**src/rtl/vend_pkg.sv**
```systemverilog
// Shared types and constants for the vending dispenser arbiter.
package vend_pkg;

    typedef enum logic [2:0] {
        IDLE,
        CHECK,
        MOTOR,
        WAIT_DROP,
        REPORT
    } vend_state_e;

    localparam logic [1:0] ERR_OK      = 2'b00;
    localparam logic [1:0] ERR_EMPTY   = 2'b01;
    localparam logic [1:0] ERR_TIMEOUT = 2'b10;
    localparam logic [1:0] ERR_BADPROD = 2'b11;

    localparam int unsigned PROD_COFFEE = 0;
    localparam int unsigned PROD_SPRITE = 1;

    function automatic int unsigned vend_max(input int unsigned a, input int unsigned b);
        return (a > b) ? a : b;
    endfunction

    // Index width that never collapses to zero bits.
    function automatic int unsigned vend_idx_w(input int unsigned n);
        return (n > 1) ? $clog2(n) : 1;
    endfunction

endpackage

```
**src/rtl/vend_rr_picker.sv**
```systemverilog
// Combinational round-robin picker: first asserted request at or after rr_ptr_i, with wrap.
module vend_rr_picker
    import vend_pkg::*;
#(
    parameter  int unsigned N  = 2,
    localparam int unsigned IW = vend_idx_w(N)
) (
    input  logic [N-1:0]  req_i,
    input  logic [IW-1:0] rr_ptr_i,
    output logic [N-1:0]  grant_o,
    output logic [IW-1:0] grant_idx_o,
    output logic          any_valid_o
);

    int unsigned j;

    always_comb begin
        grant_o     = '0;
        grant_idx_o = '0;
        any_valid_o = 1'b0;
        j           = 0;
        for (int unsigned k = 0; k < N; k++) begin
            j = 32'(rr_ptr_i) + k;
            if (j >= N) begin
                j = j - N;
            end
            if (!any_valid_o && req_i[IW'(j)]) begin
                any_valid_o        = 1'b1;
                grant_o[IW'(j)]    = 1'b1;
                grant_idx_o        = IW'(j);
            end
        end
    end

endmodule

```
**src/rtl/vend_dispense_arbiter.sv**
```systemverilog
// Shares one dispenser between NUM_REQ front-ends: round-robin accept, stock check,
// timed motor pulse, drop wait, completion report. Define VEND_RETRY_EN for one motor retry on timeout.
module vend_dispense_arbiter
    import vend_pkg::*;
#(
    parameter  int unsigned NUM_REQ        = 2,
    parameter  int unsigned NUM_PROD       = 2,
    parameter  int unsigned MOTOR_CYCLES   = 8,
    parameter  int unsigned TIMEOUT_CYCLES = 32,
    localparam int unsigned IW             = vend_idx_w(NUM_REQ),
    localparam int unsigned PW             = vend_idx_w(NUM_PROD)
) (
    input  logic                  clk,
    input  logic                  rst_n,
    input  logic [NUM_REQ-1:0]    req_valid,
    input  logic [NUM_REQ*PW-1:0] req_prod,
    output logic [NUM_REQ-1:0]    req_ready,
    input  logic [NUM_PROD-1:0]   stock_empty,
    input  logic                  drop_sensor,
    output logic [NUM_PROD-1:0]   motor_en,
    output logic                  done_valid,
    output logic [IW-1:0]         done_id,
    output logic [1:0]            done_err,
    output logic                  busy
);

    localparam int unsigned CW = $clog2(vend_max(MOTOR_CYCLES, TIMEOUT_CYCLES) + 1);

    vend_state_e   state_q, state_d;
    logic [IW-1:0] rr_ptr_q, rr_ptr_d;
    logic [IW-1:0] id_q, id_d;
    logic [PW-1:0] prod_q, prod_d;
    logic [CW-1:0] cnt_q, cnt_d, cnt_inc;
    logic          flag_q, flag_d;
    logic [1:0]    err_q, err_d;
`ifdef VEND_RETRY_EN
    logic          retry_q, retry_d;
`endif

    logic [NUM_REQ-1:0] grant;
    logic [IW-1:0]      grant_idx;
    logic               any_valid;
    logic [PW-1:0]      sel_prod;
    logic               prod_empty;

    vend_rr_picker #(.N(NUM_REQ)) u_picker (
        .req_i       (req_valid),
        .rr_ptr_i    (rr_ptr_q),
        .grant_o     (grant),
        .grant_idx_o (grant_idx),
        .any_valid_o (any_valid)
    );

    assign sel_prod   = req_prod[grant_idx*PW +: PW];
    assign prod_empty = |(stock_empty & (NUM_PROD'(1) << prod_q));
    // Saturating increment so the counter can never wrap.
    assign cnt_inc    = (cnt_q == {CW{1'b1}}) ? cnt_q : cnt_q + CW'(1);

    always_ff @(posedge clk or negedge rst_n) begin
        if (!rst_n) begin
            state_q  <= IDLE;
            rr_ptr_q <= '0;
            id_q     <= '0;
            prod_q   <= '0;
            cnt_q    <= '0;
            flag_q   <= 1'b0;
            err_q    <= ERR_OK;
`ifdef VEND_RETRY_EN
            retry_q  <= 1'b0;
`endif
        end else begin
            state_q  <= state_d;
            rr_ptr_q <= rr_ptr_d;
            id_q     <= id_d;
            prod_q   <= prod_d;
            cnt_q    <= cnt_d;
            flag_q   <= flag_d;
            err_q    <= err_d;
`ifdef VEND_RETRY_EN
            retry_q  <= retry_d;
`endif
        end
    end

    always_comb begin
        state_d    = state_q;
        rr_ptr_d   = rr_ptr_q;
        id_d       = id_q;
        prod_d     = prod_q;
        cnt_d      = cnt_q;
        flag_d     = flag_q;
        err_d      = err_q;
`ifdef VEND_RETRY_EN
        retry_d    = retry_q;
`endif
        req_ready  = '0;
        motor_en   = '0;
        done_valid = 1'b0;
        done_id    = '0;
        done_err   = ERR_OK;
        busy       = 1'b1;

        case (state_q)
            IDLE: begin
                busy = 1'b0;
                if (any_valid) begin
                    req_ready = grant;
                    id_d      = grant_idx;
                    prod_d    = sel_prod;
                    rr_ptr_d  = (32'(grant_idx) == NUM_REQ - 1) ? '0 : grant_idx + IW'(1);
                    state_d   = CHECK;
                end
            end
            CHECK: begin
`ifdef VEND_RETRY_EN
                retry_d = 1'b0;
`endif
                if (32'(prod_q) >= NUM_PROD) begin
                    err_d   = ERR_BADPROD;
                    state_d = REPORT;
                end else if (prod_empty) begin
                    err_d   = ERR_EMPTY;
                    state_d = REPORT;
                end else begin
                    cnt_d   = '0;
                    flag_d  = 1'b0;
                    state_d = MOTOR;
                end
            end
            MOTOR: begin
                motor_en = NUM_PROD'(1) << prod_q;
                if (drop_sensor) begin
                    flag_d = 1'b1;
                end
                // Motor always runs the full pulse; the drop is only judged at its end.
                if (cnt_q == CW'(MOTOR_CYCLES - 1)) begin
                    cnt_d = '0;
                    if (flag_q || drop_sensor) begin
                        err_d   = ERR_OK;
                        state_d = REPORT;
                    end else begin
                        state_d = WAIT_DROP;
                    end
                end else begin
                    cnt_d = cnt_inc;
                end
            end
            WAIT_DROP: begin
                if (drop_sensor) begin
                    err_d   = ERR_OK;
                    state_d = REPORT;
                end else if (cnt_q == CW'(TIMEOUT_CYCLES - 1)) begin
`ifdef VEND_RETRY_EN
                    if (!retry_q) begin
                        retry_d = 1'b1;
                        cnt_d   = '0;
                        flag_d  = 1'b0;
                        state_d = MOTOR;
                    end else begin
                        err_d   = ERR_TIMEOUT;
                        state_d = REPORT;
                    end
`else
                    err_d   = ERR_TIMEOUT;
                    state_d = REPORT;
`endif
                end else begin
                    cnt_d = cnt_inc;
                end
            end
            REPORT: begin
                done_valid = 1'b1;
                done_id    = id_q;
                done_err   = err_q;
                state_d    = IDLE;
            end
            default: begin
                state_d = IDLE;
            end
        endcase
    end

endmodule

```
**config.mk**
```make
export PLATFORM = sky130hd
export DESIGN_NAME = vend_dispense_arbiter
export DESIGN_NICKNAME = d
export VERILOG_FILES = /design/src/rtl/vend_pkg.sv /design/src/rtl/vend_rr_picker.sv /design/src/rtl/vend_dispense_arbiter.sv
export SDC_FILE = /design/constraint.sdc
export NUM_CORES = 1
export LEC_CHECK = 0
export ABC_AREA = 1
export CAP_MARGIN = 10
export CORE_UTILIZATION = 45
export CTS_CLUSTER_DIAMETER = 120
export DETAILED_ROUTE_END_ITERATION = 7
export PLACE_DENSITY = 0.7
export SLEW_MARGIN = 10
export SYNTH_ARGS = -nofsm -noshare
export SYNTH_HDL_FRONTEND = slang
export SYNTH_SLANG_ARGS = --single-unit
```
**constraint.sdc**
```tcl
create_clock -name clk -period 1.5 [get_ports clk]
set_input_delay 0.15 -clock clk [delete_from_list [all_inputs] [get_ports clk]]
set_output_delay 0.15 -clock clk [all_outputs]
set_load 0.03 [all_outputs]
```
==> results.md, run 1 <==
- Max Clk Rate: 611 MHz
- Starting Density: 49.5%
- Layout Cells excl Fill: 213
- Antenna Diode Count: 0
- Htree depth: 1
- Status: complete, but fails checks
- Slew Viols, Final: 0
- Clock power share: 35.9%
- Deepest clock path buffer count: 2
- Crit Path Category: register to primary output
- Leading area contributor after synthesis: dfrtp_1
- Skew final: 0.00864 ns
- Crit-path cells: nor2_2 > inv_2 > nor2_2 > inv_2 > buf_6 > nor2_4 > buf_6
- Synth warn: 0
- Combinational power share: between 7 and 8%
- Syn Nets: 159
- IO Port Bufs: 17
- Critical path data required time: 1.35 ns
- Later-pin clock latency in the skew report: 0.29 ns
- Core Region: 2020 um2
- Layout cells sized above 1: 36.0%
- DRT Pass-1 Iters: 4
- Vias: 1107
- Synth Register Bits: 15
- Sequential share of the synthesized area: between 30% and 40%
- Crit path buf inv count: 4
- Crit Path Max Fanout: 3
- NumNets Final: 197
- Pint: roughly 0.00053 W
- Unrepaired setup endpoints after global routing: true
- Net Sw Power: 0.000179 W
- Vias per inst: about 5.2
- Final wirelength: 3.01 mm
- Die W: 49.2 um
- Most common cell after layout, fill and taps aside: nand2_1
- Final ANT Viol Nets: 0
- Remaining Overflow, GRT: 0
- CTS tree: built
- Pwr Density: roughly 480 nW/um2
- Commonest non-fill, non-tap cells in the layout: nand2_1 (38), inv_1 (17), buf_4 (16)
- Crit path DAT: roughly 1.5 ns
- CP delay by family, top: flip-flops
- Peak supply drop: 0.000335 V
- Worst-Margin Slew: a little under 0.5 ns
- Gate Count Post-Synth: 149
- Area fraction of the dominant cell type after synthesis: 37.5%
- Die height: between 40 and 50 um
- Die ar.: 2420 um2
- Synth Cell Area: 1000 um2
- Minimum clock period: around 1.6 ns
- Vias in the first global route: 1004
- CTS clock-pin slew for the worst setup and hold paths: 0.11 ns
- Switching share of power: 25.1%
- Slowest cell on crit path: dfrtp_1
- Row cnt: 16
- Hold Path Class: input pin to async pin
- Pre-CTS WS: 0.0180 ns
- Number of fill cells: 171
- R2r setup slk: -0.03 ns
- Inst Count DP: around 200
- Routed WL per cell: 14.1 um
- Slowest stage delay, CP: about 0.44 ns
- PnR worst setup slack: -0.136 ns
- Initial antenna violation count: 0
- Max-cap viol count: 0
- Area grow syn2layout: 47.8%
- Number of CTS-inserted buffers: 3
- First-pass GRT wire length: 4.26 mm
- Synthesized area per cell: 6.72 um2
- CP Capture Type: primary output
- Sequential power share: 56.8%
- GRT Total Usage: 22.8%
- Startpoint Class: register
- DP HPWL: approximately 1.8 mm
- Ranking of synthesized cells by area: dfrtp_1 (38%), nand2_1 (17%), inv_1 (8.6%)
- Failing checks: negative setup slack
- Clock sink total: 15
- DRC viols: 0
- Final setup fails: 7
- DRT iter0 DRCs: 39
- Distinct cells, synth: 21
- Io pins: 18
- Root Buffer: clkbuf_4
- P_leak: 0.735 nW
- Largest net degree at the start of global routing: 16
- Period utilization: 109%
- Slew HR: 67.5%
- GPL Wtd Cong: 0.811
- Final hold violation count: 0
## layout make-up
class	count	area (um2)	area share [%]
well taps	27	33.8	2.28
flip-flops and latches	15	375	25.4
clock buffers	4	26.3	1.78
repair buffers	32	290	19.6
inverters	26	100	6.77
multi-input cells	109	653	44.2
## kinds of logic after synthesis
| logic type | count (synthesis) | share of synthesized area (%) |
|---|---|---|
| flops | 15 | 37.5 |
| compound gates | 18 | 9.88 |
| buf+inv | 26 | 9.75 |
| fa+ha+maj | 1 | 1.25 |
| simple gates | 89 | 41.6 |
## path summary, 6_finish.rpt
check / from / endpoint / depth (start not counted)
worst max-delay path: state_q[1] / req_ready[1] / 7
worst min-delay path: rst_n / err_q[0] / 2
worst max register to register: state_q[0] / state_q[1] / 5
worst min register to register: err_q[1] / err_q[1] / 2
max in group asynchronous: rst_n / id_q / 2
min in group clk: req_prod[0] / prod_q / 3
## per-stage QoR
step | hold WS, ns | utilization, % | area [um2] | power (W) | setup TNS [ns]
finish | 0.157 | 73.1 | 1480 | 0.000712 | -0.492
global route | 0.184 | 73.1 | 1480 | 0.000730 | -1.08
CTS | 0.180 | 65.6 | 1330 | 0.000696 | -0.314
detailed placement | 0.476 | 61.0 | 1230 | 0.000458 | 0
global placement | 0.463 | 61.0 | 1230 | 0.000457 | 0
floorplan | -0.146 | - | 1010 | 0.000423 | 0
## power groups by stage
stage | combinational [W] | sequential (W) | clock, W
finish | 0.0000521 | 0.000404 | 0.000255
global route | 0.0000575 | 0.000404 | 0.000269
CTS | 0.0000473 | 0.000404 | 0.000245
detailed placement | 0.0000459 | 0.000412 | 0
global placement | 0.0000446 | 0.000412 | 0
floorplan | 0.0000106 | 0.000412 | 0
## sequential cells by signal, indices dropped and copies added, names as in the netlist
name / flops
prod_q: 1
flag_q: 1
rr_ptr_q: 1
state_q: 3
cnt_q: 6
id_q: 1
err_q: 2
## synth_stat cells
cell type,n
inv_2,3
a21oi_1,2
nor3_2,1
nor2_4,3
o21bai_1,1
dfrtp_1,15
nand4_1,3
nor3_1,1
a31oi_1,1
ha_1,1
nand2_2,4
a21boi_0,1
o21a_1,1
o21ai_1,3
nand3_2,3
nor2_1,19
inv_1,23
nand3_1,9
nand2_1,44
o21ai_0,9
nor2_2,2
## routing by layer
| layer | vias to the layer above | track usage (%) | share of wire [%] |
|---|---|---|---|
| met5 | - | 0 | 0 |
| met4 | 0 | 5.88 | 1.8 |
| met3 | 8 | 3.74 | 4.0 |
| met2 | 35 | 40.4 | 51 |
| met1 | 524 | 28.3 | 43 |
| li1 | 540 | - | - |
## timing repair
| item | 4_1_cts | 5_1_grt |
|---|---|---|
| hold buffers | 0 | 0 |
| resized for setup | 9 | 30 |
| endpoints found under the setup margin | 8 | 17 |
| endpoints found under the hold margin | 0 | 0 |
| buffers inserted | 5 | 6 |
| cloned | 0 | 1 |
| pin swaps | 4 | 8 |
Note: power is estimated with default switching activity, not from simulation.
==> run 2, diff against run 1 <==
--- a/config.mk
+++ b/config.mk
@@ -6,9 +6,8 @@
 export NUM_CORES = 1
 export LEC_CHECK = 0
 export ABC_AREA = 1
-export CAP_MARGIN = 10
+export CAP_MARGIN = 40
 export CORE_UTILIZATION = 45
-export CTS_CLUSTER_DIAMETER = 120
 export DETAILED_ROUTE_END_ITERATION = 7
 export PLACE_DENSITY = 0.7
 export SLEW_MARGIN = 10
==> constraint.sdc (replaced) <==
create_clock -name clk -period 1.5 [get_ports clk]
set_input_delay 0.3 -clock clk [delete_from_list [all_inputs] [get_ports clk]]
set_output_delay 0.3 -clock clk [all_outputs]
set_load 0.03 [all_outputs]
==> run 2 against run 1 <==
  * The run still ends with negative setup slack left
  * Sequential power is essentially flat
  * Register-to-register slack better by 0.04 ns
  * Total power decreased by 1.3%
  * Sequential share of layout area shrank 1.1 points
  * Hold slack gained 0.16 ns
  * First-iteration DRC count shrank 62%
  * Worst setup slack got worse by 0.19 ns
  * Utilization is 3.5 points higher
  * Clock-buffer cell count shrank 1
  * Critical path type unchanged
  * Largest power group unchanged
  * Highest routed layer unchanged
==> results.md, run 2 (synthesis results as in run 1) <==
- Status: complete, but fails checks
- Failing checks: negative setup slack
- IO Port Bufs: 17 (unchanged)
- Crit Path Max Fanout: 3 (unchanged)
- Slew Viols, Final: 0 (unchanged)
- Pwr Density: 453 nW/um2 (-5.8%)
- Vias in the first global route: 1023 (+1.9%)
- PnR worst setup slack: -0.330 ns (-0.193 ns)
- RR Startpoint: state_q[2]
- Final wirelength: 2.71 mm (-10%)
- Hold Path Class: input pin to async pin
- CTS clock-pin slew for the worst setup and hold paths: 0.10 ns (about the same)
- GPL Wtd Cong: 0.859 (+5.9%)
- Remaining Overflow, GRT: 0 (unchanged)
- Later-pin clock latency in the skew report: 0.29 ns (about the same)
- Top reg by flops: cnt_q
- Commonest non-fill, non-tap cells in the layout: nand2_1 (41), buf_4 (23), inv_1 (18)
- Max reg flops: 6 (unchanged)
- Routed WL per cell: 12.1 um (-14%)
- Io pins: 18 (unchanged)
- Layout cells sized above 1: 38.8% (+2.8 points)
- DRC viols: 0 (unchanged)
- Max Clk Rate: 547 MHz (-11%)
- NumNets Final: 207 (+5.1%)
- Initial antenna violation count: 0 (unchanged)
- DP HPWL: 1.79 mm (+0.53%)
- CTS tree: built
- Hold-fix buffers at CTS: 0 (unchanged)
- Final hold violation count: 0 (unchanged)
- Final setup fails: 9 (+2)
- Core Region: 2020 um2 (unchanged)
- GRT Total Usage: 24.2% (+1.4 points)
- Vias: 1109 (+0.18%)
- Vias per inst: 4.97 (-4.3%)
- Final ANT Viol Nets: 0 (unchanged)
- Worst-Margin Slew: 0.239 ns (-0.245 ns)
- R2R Path End: err_q[0]
- Deepest clock path buffer count: 2 (unchanged)
- R2r setup slk: 0.01 ns (+0.04 ns)
- Slew HR: 84.0% (+17 points)
- P_leak: 0.766 nW (+4.2%)
- Die W: 49.2 um (unchanged)
- Number of fill cells: 144 (-16%)
- Unrepaired setup endpoints after global routing: true
- R2R cell count: 10 (+5)
- Starting Density: 49.5% (unchanged)
- Htree depth: 1 (unchanged)
- Crit path DAT: 1.53 ns (+0.04 ns)
- Critical path data required time: 1.20 ns (-0.15 ns)
- Area grow syn2layout: 54.8%
- DRT iter0 DRCs: 15 (-62%)
- Clock sink total: 15 (unchanged)
- Antenna Diode Count: 0 (unchanged)
- Die height: 49.2 um (unchanged)
- Top Registers: cnt_q (6), state_q (3), err_q (2)
- First-pass GRT wire length: 4.45 mm (+4.5%)
- Startpoint Class: register
- Peak supply drop: 0.000414 V (+24%)
- Row cnt: 16 (unchanged)
- Root Buffer: clkbuf_4
- CP Capture Type: primary output
- Max-cap viol count: 0 (unchanged)
- Skew final: 0.00633 ns (-0.00231 ns)
- Most common cell after layout, fill and taps aside: nand2_1
- Minimum clock period: 1.83 ns (+0.193 ns)
- Largest net degree at the start of global routing: 16 (unchanged)
- Post-layout util: 76.6% (+3.5 points)
- Period utilization: 122% (+13 points)
- DRT Pass-1 Iters: 4 (unchanged)
- Crit Path Category: register to primary output
- Die ar.: 2420 um2 (unchanged)
- Pre-CTS WS: -0.222 ns (-0.240 ns)
- Number of CTS-inserted buffers: 3 (unchanged)
==> run 2: layer usage <==
metal  global-route usage (%)  routed length, um
met5                        0                  0
met4                     10.8                 35
met3                     4.05                102
met2                     40.0               1360
met1                     30.7               1210
==> run 2: per-stage QoR <==
step | power, W | setup TNS (ns) | instances | hold slack (ns) | cell area (um2)
4_1_cts | 0.000706 | -1.67 | 217 | 0.326 | 1450
3_5_place_dp | 0.000461 | -0.723 | 206 | 0.467 | 1320
3_3_place_gp | 0.000461 | -0.406 | 206 | 0.459 | 1320
2_1_floorplan | 0.000423 | -0.385 | 149 | 0.00441 | 1030
5_1_grt | 0.000735 | -3.22 | 223 | 0.336 | 1550
6_report | 0.000702 | -2.31 | 223 | 0.317 | 1550
==> run 2: layout make-up <==
| class | count | area, um2 | share of cell area [%] |
|---|---|---|---|
| Clock inverter | 1 | 5.00 | 0.323 |
| Multi-Input combinational cell | 108 | 623 | 40.2 |
| Tap cell | 27 | 33.8 | 2.18 |
| Clock buffer | 3 | 22.5 | 1.45 |
| Timing Repair Buffer | 43 | 388 | 25.0 |
| Sequential cell | 15 | 377 | 24.3 |
| Inverter | 26 | 100 | 6.46 |
==> run 2: how the worst max path moves through the flow <==
| stage | from | endpoint | slack [ns] | cells after the start |
|---|---|---|---|---|
| 6_report | state_q[0] | req_ready[0] | -0.33 | 9 |
| 5_1_grt | state_q[0] | req_ready[0] | -0.41 | 9 |
| 2_1_floorplan | state_q[0] | done_err[0] | -0.13 | 5 |
| 3_3_place_gp | req_valid[1] | req_ready[0] | -0.17 | 8 |
| 3_5_place_dp | req_valid[1] | req_ready[0] | -0.22 | 8 |
| 4_1_cts | state_q[1] | req_ready[0] | -0.28 | 9 |
==> run 2: power by group <==
part / internal, W / switching [W]
registers: 0.000404 / 0.000000000000000000101
clock network: 0.0000992 / 0.000148
logic: 0.0000270 / 0.0000240
==> run 2: critical path: stages, from the launching register on <==
cell     delay, ns
dfrtp_1       0.41
nor2_2        0.18
inv_2         0.08
nor2_4        0.09
inv_2         0.05
buf_6         0.12
nor2_4        0.08
nand2_2       0.06
inv_2         0.05
buf_6         0.12
==> run 2: repair_timing <==
item                                    CTS  global route
pin swaps                                 6             5
setup buffers                             8             6
endpoints found under the setup margin    9            19
resized for setup                        21            17
